--- config.mk ---
export PLATFORM = sky130hd
export DESIGN_NAME = mem_stage
export DESIGN_NICKNAME = d
export VERILOG_FILES = /design/src/rtl/mem_stage.sv
export SDC_FILE = /design/constraint.sdc
export NUM_CORES = 1
export LEC_CHECK = 0
export ABC_AREA = 0
export CAP_MARGIN = 30
export CELL_PAD_IN_SITES_DETAIL_PLACEMENT = 1
export CELL_PAD_IN_SITES_GLOBAL_PLACEMENT = 1
export CORE_MARGIN = 5
export CORE_UTILIZATION = 33
export DETAILED_ROUTE_END_ITERATION = 10
export PLACE_DENSITY = 0.84
export RECOVER_POWER = 100
export SLEW_MARGIN = 5
export SYNTH_ARGS = -nofsm -noshare
export SYNTH_HDL_FRONTEND = slang
export SYNTH_SLANG_ARGS = --single-unit
--- constraint.sdc ---
create_clock -name clk -period 3.6 [get_ports clk]
set_input_delay 0.72 -clock clk [delete_from_list [all_inputs] [get_ports clk]]
set_output_delay 0.72 -clock clk [all_outputs]
set_load 0.01 [all_outputs]
--- src/rtl/mem_stage.sv ---
// MIPS32 memory stage: EX/MEM register, valid/ready data-memory access,
// upstream stall generation, MEM/WB register and M-stage forwarding.
module mem_stage #(
  parameter int DATA_W = 32,
  parameter int REG_W  = 5
) (
  input  logic              clk,
  input  logic              rst,
  input  logic [DATA_W-1:0] alu_out_e,
  input  logic [DATA_W-1:0] write_data_e,
  input  logic [REG_W-1:0]  write_reg_e,
  input  logic              reg_write_e,
  input  logic              mem_to_reg_e,
  input  logic              mem_write_e,
  output logic              mem_stall,
  output logic              dmem_req_valid,
  input  logic              dmem_req_ready,
  output logic              dmem_req_we,
  output logic [DATA_W-1:0] dmem_req_addr,
  output logic [DATA_W-1:0] dmem_req_wdata,
  input  logic              dmem_resp_valid,
  input  logic [DATA_W-1:0] dmem_resp_rdata,
  output logic              fwd_en_m,
  output logic [REG_W-1:0]  fwd_reg_m,
  output logic [DATA_W-1:0] fwd_val_m,
  output logic [DATA_W-1:0] result_w,
  output logic [REG_W-1:0]  write_reg_w,
  output logic              reg_write_w,
  output logic              mem_err_w
);

  localparam logic [1:0] S_IDLE  = 2'd0;
  localparam logic [1:0] S_ISSUE = 2'd1;
  localparam logic [1:0] S_WAIT  = 2'd2;

  logic [1:0]        state_q, state_d;

  logic [DATA_W-1:0] alu_out_m_q, alu_out_m_d;
  logic [DATA_W-1:0] write_data_m_q, write_data_m_d;
  logic [REG_W-1:0]  write_reg_m_q, write_reg_m_d;
  logic              reg_write_m_q, reg_write_m_d;
  logic              mem_to_reg_m_q, mem_to_reg_m_d;
  logic              mem_write_m_q, mem_write_m_d;

  logic [DATA_W-1:0] result_w_q, result_w_d;
  logic [REG_W-1:0]  write_reg_w_q, write_reg_w_d;
  logic              reg_write_w_q, reg_write_w_d;
  logic              mem_err_w_q, mem_err_w_d;

  logic              is_load_m, is_store_m, misaligned_m, issue_e;

  // Op classification; a load+store encoding is treated as a load.
  always_comb begin
    is_load_m    = mem_to_reg_m_q;
    is_store_m   = mem_write_m_q & ~mem_to_reg_m_q;
    misaligned_m = (mem_to_reg_m_q | mem_write_m_q) && (alu_out_m_q[1:0] != 2'b00);
    issue_e      = (mem_to_reg_e | mem_write_e) && (alu_out_e[1:0] == 2'b00);
  end

  // Stall while a request is unaccepted or a load response is outstanding.
  always_comb begin
    mem_stall = 1'b0;
    case (state_q)
      S_ISSUE: mem_stall = !(dmem_req_ready && (is_store_m || dmem_resp_valid));
      S_WAIT:  mem_stall = !dmem_resp_valid;
      default: mem_stall = 1'b0;
    endcase
  end

  // Next-state for FSM, M register and W register.
  always_comb begin
    state_d        = state_q;
    alu_out_m_d    = alu_out_m_q;
    write_data_m_d = write_data_m_q;
    write_reg_m_d  = write_reg_m_q;
    reg_write_m_d  = reg_write_m_q;
    mem_to_reg_m_d = mem_to_reg_m_q;
    mem_write_m_d  = mem_write_m_q;
    result_w_d     = result_w_q;
    write_reg_w_d  = write_reg_w_q;
    reg_write_w_d  = 1'b0;
    mem_err_w_d    = 1'b0;
    if (!mem_stall) begin
      // Completion cycle doubles as the capture cycle, so back-to-back
      // mem ops go straight from completion into ISSUE.
      alu_out_m_d    = alu_out_e;
      write_data_m_d = write_data_e;
      write_reg_m_d  = write_reg_e;
      reg_write_m_d  = reg_write_e;
      mem_to_reg_m_d = mem_to_reg_e;
      mem_write_m_d  = mem_write_e;
      state_d        = issue_e ? S_ISSUE : S_IDLE;
      write_reg_w_d  = write_reg_m_q;
      reg_write_w_d  = reg_write_m_q && !misaligned_m;
      mem_err_w_d    = misaligned_m;
      result_w_d     = is_load_m ? dmem_resp_rdata : alu_out_m_q;
    end else if (state_q == S_ISSUE && dmem_req_ready) begin
      state_d = S_WAIT;
    end
  end

  // State registers with asynchronous active-low clear.
  always_ff @(posedge clk or negedge rst) begin
    if (!rst) begin
      state_q        <= S_IDLE;
      alu_out_m_q    <= '0;
      write_data_m_q <= '0;
      write_reg_m_q  <= '0;
      reg_write_m_q  <= 1'b0;
      mem_to_reg_m_q <= 1'b0;
      mem_write_m_q  <= 1'b0;
      result_w_q     <= '0;
      write_reg_w_q  <= '0;
      reg_write_w_q  <= 1'b0;
      mem_err_w_q    <= 1'b0;
    end else begin
      state_q        <= state_d;
      alu_out_m_q    <= alu_out_m_d;
      write_data_m_q <= write_data_m_d;
      write_reg_m_q  <= write_reg_m_d;
      reg_write_m_q  <= reg_write_m_d;
      mem_to_reg_m_q <= mem_to_reg_m_d;
      mem_write_m_q  <= mem_write_m_d;
      result_w_q     <= result_w_d;
      write_reg_w_q  <= write_reg_w_d;
      reg_write_w_q  <= reg_write_w_d;
      mem_err_w_q    <= mem_err_w_d;
    end
  end

  // Output mapping: bus, forwarding and writeback.
  always_comb begin
    dmem_req_valid = (state_q == S_ISSUE);
    dmem_req_we    = is_store_m;
    dmem_req_addr  = alu_out_m_q;
    dmem_req_wdata = write_data_m_q;
    fwd_en_m       = reg_write_m_q && !mem_to_reg_m_q && (write_reg_m_q != '0);
    fwd_reg_m      = write_reg_m_q;
    fwd_val_m      = alu_out_m_q;
    result_w       = result_w_q;
    write_reg_w    = write_reg_w_q;
    reg_write_w    = reg_write_w_q;
    mem_err_w      = mem_err_w_q;
  end

endmodule

Word-level counts from Yosys, hierarchy flattened
Index checks and enable logic that the tools add are counted.
{ "word_totals": {"regBits": 113, "inputBits": 108, "out_inout_bits": 144, "word_cells": 40} }
{ "classes": {"n_eq_ne": 3, "n_mux": 7, "bitwise_logic": 4, "reduce_logical": 15} }
{ "ops": {"columns": ["op", "n"], "rows": [
  ["2-to-1 mux 32 bit", 1],
  ["logical AND 1 bit", 7],
  ["nonzero test 5 bit", 1],
  ["logical NOT 1 bit", 4],
  ["2-to-1 mux 2 bit", 2],
  ["2-to-1 mux 1 bit", 3],
  ["equality test 2 x 1 -> 1 bit, second input constant", 1],
  ["equality test 2 bit, second input constant", 1],
  ["logical NOT 2 bit", 1],
  ["!= test 2 x 1 -> 1 bit, second input constant", 1],
  ["OR 1 bit", 2],
  ["case mux 1 bit (2 select lines)", 1],
  ["nonzero test 2 bit", 1],
  ["bitwise AND 1 bit", 1],
  ["logical OR 1 bit", 1],
  ["inverter 1 bit", 1]
]} }

Logic depth before layout (Yosys ltp)
Gate-level depths: netlist (run 1).
{ "depth": {"depth_word": 7, "mapped_depth": 9, "ltp_nobuf": 6} }

Worst setup path after synthesis (run 1)
Ideal clock, no wire load.
{ "synth_timing": {"path_kind": "in2out", "from": "in dmem_resp_valid", "to": "out mem_stall", "arrival_ns": 1.541, "required_ns": 2.880, "slack_ns": 1.339, "cell_stages": 5, "n_path_buf": 3, "cell_sequence": "o311ai_2 nor2b_4 buf_6 buf_12 buf_8"} }
{ "synth_via": {"elab_chain_len": 4, "word_cells_on_any_way": 5, "classes_between": "1 x mux; 4 x reduce/logical"} }
{ "synth_rtl": {"columns": ["element", "line_no", "text"], "rows": [
  ["start: declaration", "21", "input logic dmem_resp_valid,"],
  ["logical OR 1 bit", "64", "S_ISSUE: mem_stall = !(dmem_req_ready && (is_store_m || dmem_resp_valid));"],
  ["logical AND 1 bit", "64", null],
  ["logical NOT 1 bit", "64", null],
  ["case mux 1 bit (2 select lines) (*)", "63", "case (state_q)"],
  ["end: declaration", "15", "output logic mem_stall,"]
]} }
Every way passes the cells marked *; elsewhere a longest branch is shown, timed or not.

Worst setup path after layout (run 1)
Ends and elaborated chain as after synthesis.

==> results of run 1 <==
-- layer usage --
| layer | vias to the layer above | routed length (um) | GRT usage (%) |
|---|---|---|---|
| li1 | 1561 | - | - |
| met5 | - | 0 | 0 |
| met1 | 1699 | 5472 | 17.55 |
| met3 | 10 | 1455 | 6.662 |
| met4 | 0 | 123 | 4.759 |
| met2 | 154 | 7506 | 27.43 |
-- final cells by class --
type                            instances  area [um2]  share of cell area, %
Tap cell                              216       270.3                  3.377
Multi-Input combinational cell        161        1724                  21.54
Sequential cell                       113        2829                  35.35
Inverter                                3       11.26                 0.1407
Timing Repair Buffer                  254        2555                  31.93
Clock inverter                         13       160.2                  2.001
Clock buffer                           19       452.9                  5.660
-- state kept, by name, summed over array words and instances (netlist names) --
signal and flops:
dmem_req_addr 32, dmem_req_wdata 32, write_reg_w 5, reg_write_m_q 1
fwd_reg_m 5, is_load_m 1, state_q 2, mem_err_w 1
result_w 32, mem_write_m_q 1, reg_write_w 1
-- final timing paths --
path                                    from            endpoint  slack (ps)  cells past startpoint
max                          dmem_resp_valid           mem_stall         410                      4
min                        dmem_req_wdata[5]   dmem_req_wdata[5]         480                      1
max reg2reg                       state_q[1]   dmem_req_addr[25]        1090                      7
min reg2reg                dmem_req_wdata[5]   dmem_req_wdata[5]         480                      1
max in group asynchronous                rst           is_load_m        1910                      2
min in group asynchronous                rst  dmem_req_wdata[30]         660                      1
-- cells in the mapped netlist, drive strengths merged --
library cell | count | area [um2]
nor3b | 1 | 7.510
nand2b | 2 | 12.51
o311ai | 1 | 16.27
a21boi | 1 | 7.510
o21ai | 1 | 5.000
o22ai | 1 | 6.260
dfrtp | 113 | 2828
or4 | 1 | 7.510
mux2 | 141 | 1794
nor2 | 4 | 15.01
inv | 3 | 11.26
nor2b | 2 | 27.53
mux2i | 1 | 10.01
buf | 47 | 435.4
ha | 2 | 25.02
nand2 | 3 | 11.26
clkbuf | 2 | 7.510
-- where the power goes --
| group | total (W) | internal [W] | leakage (nW) | switching, W |
|---|---|---|---|---|
| clock network | 0.00173 | 0.00112 | 0.287 | 0.000603 |
| logic | 0.000564 | 0.000349 | 1.64 | 0.000215 |
| registers | 0.00143 | 0.00137 | 1.32 | 0.0000610 |
-- stage by stage --
| step | power (W) | worst slack [ps] | instance area (um2) | hold slack [ps] | utilization, % |
|---|---|---|---|---|---|
| 3_3_place_gp | 0.002096 | 675.8 | 7614 | 488.7 | 48.46 |
| 6_report | 0.003718 | 405.5 | 8003 | 482.2 | 50.93 |
| 3_5_place_dp | 0.002119 | 647.6 | 7614 | 492.6 | 48.46 |
| 4_1_cts | 0.003885 | 636.6 | 8227 | 399.6 | 52.36 |
| 5_1_grt | 0.003891 | 320.3 | 8003 | 497.8 | 50.93 |
| 2_1_floorplan | 0.001720 | 1339 | 5228 | 424.4 | - |
-- logic make-up after synthesis --
kind of cell    share of synthesized area (%)
compound gates                         0.6703
fa+ha+maj                              0.4786
buf+inv                                 8.688
flops                                   54.09
mux                                     34.51
simple gates                            1.556
==> reports/results.tsv, run 1 <==
stage	metric	value	unit
floorplanning	die width	135.9	um
timing	Tcrit/Tclk final	88.74	%
global_routing	initial antenna violation count	0	
critical_path	Worst path slowest cell	dlygate4sd3_1	
timing	final hold violations	0	
floorplanning	Starting Density	33.27	%
global_routing	first-pass GRT wire length	22630	um
global_routing	gr ovfl total	0	
global_routing	GRT Overall Usage	15.75	%
finish	Syn-to-layout area delta	53.09	%
critical_path	Worst Path Max Fanout	2	
cts	cts hold-fix bufs	0	
cts	Skew-Pair Late Insertion Delay	400	ps
finish	most frequent cells in the layout	dlygate4sd3_1 (144), dfrtp_1 (112), clkdlybuf4s50_1 (106)	
timing	Final setup viols	0	
cts	CTS tree	built	
pwr	Leak	3.244	nW
drt	routed len/inst	18.69	um
logic_synthesis	Synth Register Bits	113	
critical_path	critical path class	in2out	
floorplanning	Core Footprint	15710	um2
floorplanning	Rows	46	
critical_path	CP peak stage delay	660	ps
logic_synthesis	Netlist cell types	22	
critical_path	Critical Path AT	2470	ps
cts	clk slew on worst S/H paths	50	ps
timing	fin. max-slew vios	0	
global_routing	largest net degree at the start of global routing	114	
logic_synthesis	Avg Cell Area, Syn	16.04	um2
logic_synthesis	Synth Cell Area	5228	um2
cts	CTS Sinks	113	
critical_path	Crit path required time	2880	ps
finish	layout cells sized above 1	22.02	%
critical_path	CP Buf/Inv Count	2	
drt	initial detailed-routing violation count	53	
drt	DRC	0	
critical_path	crit path launch type	input port	
cts	total setup buffers inserted after CTS	0	
placement	HPWL after DPL	10760	um
drt	TritonRoute pass-1 iters	4	
pwr	Power Density	464.6	nW/um2
cts	Clock Tree Root	clkbuf_16	
drt	DR vias	3424	
cts	post-CTS sizing	0	
logic_synthesis	Syn Nets	436	
timing	Max Freq	313.0	MHz
timing	Slew headroom	0.5759	%
finish	commonest non-fill, non-tap cell in the layout	dlygate4sd3_1	
timing	setup TNS	0	ps
timing	Slew @ Worst Pin	1491	ps
run_status	outcome	finished clean	
floorplanning	height of the die	135.9	um
pwr	peak supply drop	0.2648	mV
drt	via density per instance	4.395	
cts	H-tree levels	4	
drt	Routed WL	14560	um
critical_path	crit path cell chain	clkdlybuf4s50_1, o311ai_0, nor2b_1, dlygate4sd3_1	
floorplanning	die area	18460	um2
placement	IO Port Bufs	251	
finish	Layout Cells excl Fill	779	
finish	Final nets	660	
critical_path	Crit path max-delay family	buffers and inverters	
cts	TritonCTS Buffers	17	
critical_path	crit path capture type	output port	
finish	antenna cells	0	
cts	CTS Buffer Depth	2	
timing	unrepaired setup endpoints after global routing	false	
hold_path	HP Class	reg2reg	
placement	DP Cell Count	747	
timing	crit path time final	3195	ps
logic_synthesis	Ys Warns	0	
logic_synthesis	Cells after Synth	326	
placement	RePlAce Congestion	0.7486	
floorplanning	I/O pins	252	
job	max cap viols	0	
timing	Setup Skew	7.245	ps
drt	number of routed nets with antenna violations	0	
finish	fill cell count	1563	
logic_synthesis	Seq/Total Area, Yosys	54.09	%
global_routing	vias in the first global route	3981	
Power figures use the tool's default switching activity.
==> run 2: changes to the inputs <==
Settings changed: CORE_UTILIZATION 33 to 35, PLACE_DENSITY 0.84 to 0.88.
==> run 2 against run 1 <==
The run now ends with max-capacitance violations, max-slew violations left. Sequential power hardly changed. Global-route usage is 1.9 points higher. Utilization is 3.4 points higher. Non-clock buffer count stayed put. Total power is 2.7% lower. Via count is 1.8% higher. Final area is 1.0% lower. Critical path type unchanged. Worst hold slack better by 5.0 ps. Setup slack better by 78 ps. Maximum frequency is 2.5% higher.
==> reports/results.tsv, run 2 (synthesized netlist as in run 1, its figures left out) <==
stage	metric	value	unit	change
run_status	outcome	finished, violations left		
run_status	violated checks	max-capacitance violations, max-slew violations		
drt	M1 WL	5872	um	+7.3%
pwr	Pint	0.002760	W	-2.8%
placement	pre-CTS worst setup slack	621.0	ps	-26.60 ps
cts	CTS Buffer Depth	2		unchanged
critical_path	Crit path max-delay family	buffers and inverters		
finish	Layout Cells excl Fill	747		-4.1%
cts	Skew-Pair Late Insertion Delay	410	ps	about the same
floorplanning	Rows	44		-4.3%
drt	DR vias	3485		+1.8%
timing	Slew headroom	-2.335	%	-2.9 points
finish	Final nets	660		unchanged
timing	fin. max-slew vios	59		+59
pwr	Sw Pwr	0.0008557	W	-2.7%
cts	CTS Sinks	113		unchanged
timing	crit path time final	3117	ps	-77.51 ps
global_routing	GRT Overall Usage	17.68	%	+1.9 points
drt	routed len/inst	20.18	um	+8.0%
drt	Routed WL	15080	um	+3.6%
drt	routed length on met2	7672	um	+2.2%
critical_path	CP Buf/Inv Count	2		unchanged
pwr	peak supply drop	0.3017	mV	+14%
timing	Min Hold Slack	487.1	ps	+4.960 ps
global_routing	vias in the first global route	4179		+5.0%
timing	setup ws final	483.0	ps	+77.51 ps
finish	fill cell count	1437		-8.1%
drt	number of routed nets with antenna violations	0		unchanged
pwr	Flop pwr share	39.7	%	+1.3 points
timing	Tcrit/Tclk final	86.58	%	-2.2 points
hold_path	HP Class	reg2reg		
job	max cap viols	1		+1
timing	Setup Skew	7.022	ps	-0.2235 ps
drt	initial detailed-routing violation count	109		+110%
critical_path	crit path capture type	output port		
placement	RePlAce Congestion	0.7439		-0.63%
cts	post-CTS sizing	0		unchanged
finish	antenna cells	0		unchanged
pwr	portion of total power attributed to the clock network	44.7	%	-1.8 points
drt	DRC	0		unchanged
cts	TritonCTS Buffers	17		unchanged
drt	via density per instance	4.665		+6.1%
placement	IO Port Bufs	251		unchanged
global_routing	gr ovfl total	0		unchanged
finish	commonest non-fill, non-tap cell in the layout	dlygate4sd3_1		
timing	setup TNS	0	ps	unchanged
cts	clk slew on worst S/H paths	50	ps	about the same
pwr	Leak	3.234	nW	-0.33%
critical_path	crit path launch type	input port		
global_routing	largest net degree at the start of global routing	114		unchanged
critical_path	critical path class	in2out		
floorplanning	die area	17480	um2	-5.3%
finish	most frequent cells in the layout	dlygate4sd3_1 (144), dfrtp_1 (112), clkdlybuf4s50_1 (106)		
placement	DP Cell Count	715		-4.3%
global_routing	initial antenna violation count	0		unchanged
critical_path	CP peak stage delay	650	ps	about the same
critical_path	Worst path slowest cell	dlygate4sd3_1		
cts	Clock Tree Root	clkbuf_16		
pwr	Sw Ratio	23.67	%	about the same
cts	CTS tree	built		
cts	cts hold-fix bufs	0		unchanged
finish	layout cells sized above 1	21.49	%	-0.53 points
cts	H-tree levels	4		unchanged
drt	top sig layer	met4		
floorplanning	die width	132.2	um	-2.7%
placement	HPWL after DPL	11180	um	+3.9%
timing	Slew @ Worst Pin	1535	ps	+43.66 ps
finish	FF/Latch Area	2829	um2	unchanged
floorplanning	height of the die	132.2	um	-2.7%
drt	TritonRoute pass-1 iters	4		unchanged
floorplanning	Starting Density	35.83	%	+2.6 points
timing	Max Freq	320.8	MHz	+2.5%
drt	routed wl met3	1297	um	-11%
finish	area occupied by multi-input gates	1724	um2	unchanged
finish	Syn-to-layout area delta	51.56	%	
critical_path	Crit path required time	2880	ps	about the same
critical_path	Critical Path AT	2400	ps	-70 ps
timing	final hold violations	0		unchanged
pwr	Combinational Power Share	15.6	%	+0.4 points
floorplanning	Core Footprint	14590	um2	-7.2%
pwr	Power Density	456.4	nW/um2	-1.8%
timing	Final setup viols	0		unchanged
floorplanning	I/O pins	252		unchanged
cts	total setup buffers inserted after CTS	0		unchanged
critical_path	crit path cell chain	clkdlybuf4s50_1, o311ai_2, nor2b_1, dlygate4sd3_1		
global_routing	first-pass GRT wire length	24340	um	+7.6%
timing	unrepaired setup endpoints after global routing	false		
critical_path	Worst Path Max Fanout	2		unchanged
## run 2: cell types whose count changed in the layout (fill, tap and decap cells not counted)
cell,before,now
clkinvlp_4,5,3
clkinv_4,1,0
mux2_1,55,56
o311ai_2,0,1
nor2b_1,1,2
clkbuf_1,0,2
bufinv_16,3,2
inv_6,1,0
clkinv_2,3,6
nor2b_4,1,0
mux2_2,86,85
o311ai_0,1,0
## run 2: final cells by class
cell class | instances | share of cell area, %
clock buffer | 21 | 5.812
clock inverter | 11 | 1.421
inverter | 3 | 0.1421
multi-input combinational | 161 | 21.76
sequential | 113 | 35.71
tap | 184 | 2.906
timing repair buffer | 254 | 32.25
## run 2: per-layer routing
| metal | vias to the layer above | global-route usage [%] |
|---|---|---|
| met2 | 175 | 29.79 |
| met4 | 0 | 6.052 |
| li1 | 1560 | - |
| met5 | - | 0 |
| met1 | 1734 | 20.12 |
| met3 | 16 | 7.672 |
## run 2: per-stage QoR
stage                     power, W  area (um2)  util, %
final                     0.003616        7923    54.31
after global routing      0.003787        7923    54.31
after CTS                 0.003776        8147    55.84
after detailed placement  0.002123        7574    51.91
after global placement    0.002097        7574    51.91
after floorplan           0.001720        5228        -
## run 2: final timing paths
kind / start / endpoint / slack, ps / cells after the start
worst max-delay path: dmem_resp_valid / mem_stall / 480 / 4
worst min-delay path: dmem_req_wdata[21] / dmem_req_wdata[21] / 490 / 1
worst max register to register: is_load_m / dmem_req_addr[27] / 1150 / 5
worst min register to register: dmem_req_wdata[21] / dmem_req_wdata[21] / 490 / 1
max in group asynchronous: rst / is_load_m / 1900 / 2
min in group asynchronous: rst / dmem_req_wdata[8] / 690 / 1
## run 2: power by group through the flow
stage | clock network (W) | logic (W) | registers [W]
2_1_floorplan | 0 | 0.000234 | 0.00149
3_3_place_gp | 0 | 0.000644 | 0.00145
3_5_place_dp | 0 | 0.000660 | 0.00146
4_1_cts | 0.00167 | 0.000666 | 0.00144
5_1_grt | 0.00173 | 0.000605 | 0.00145
6_report | 0.00162 | 0.000564 | 0.00143
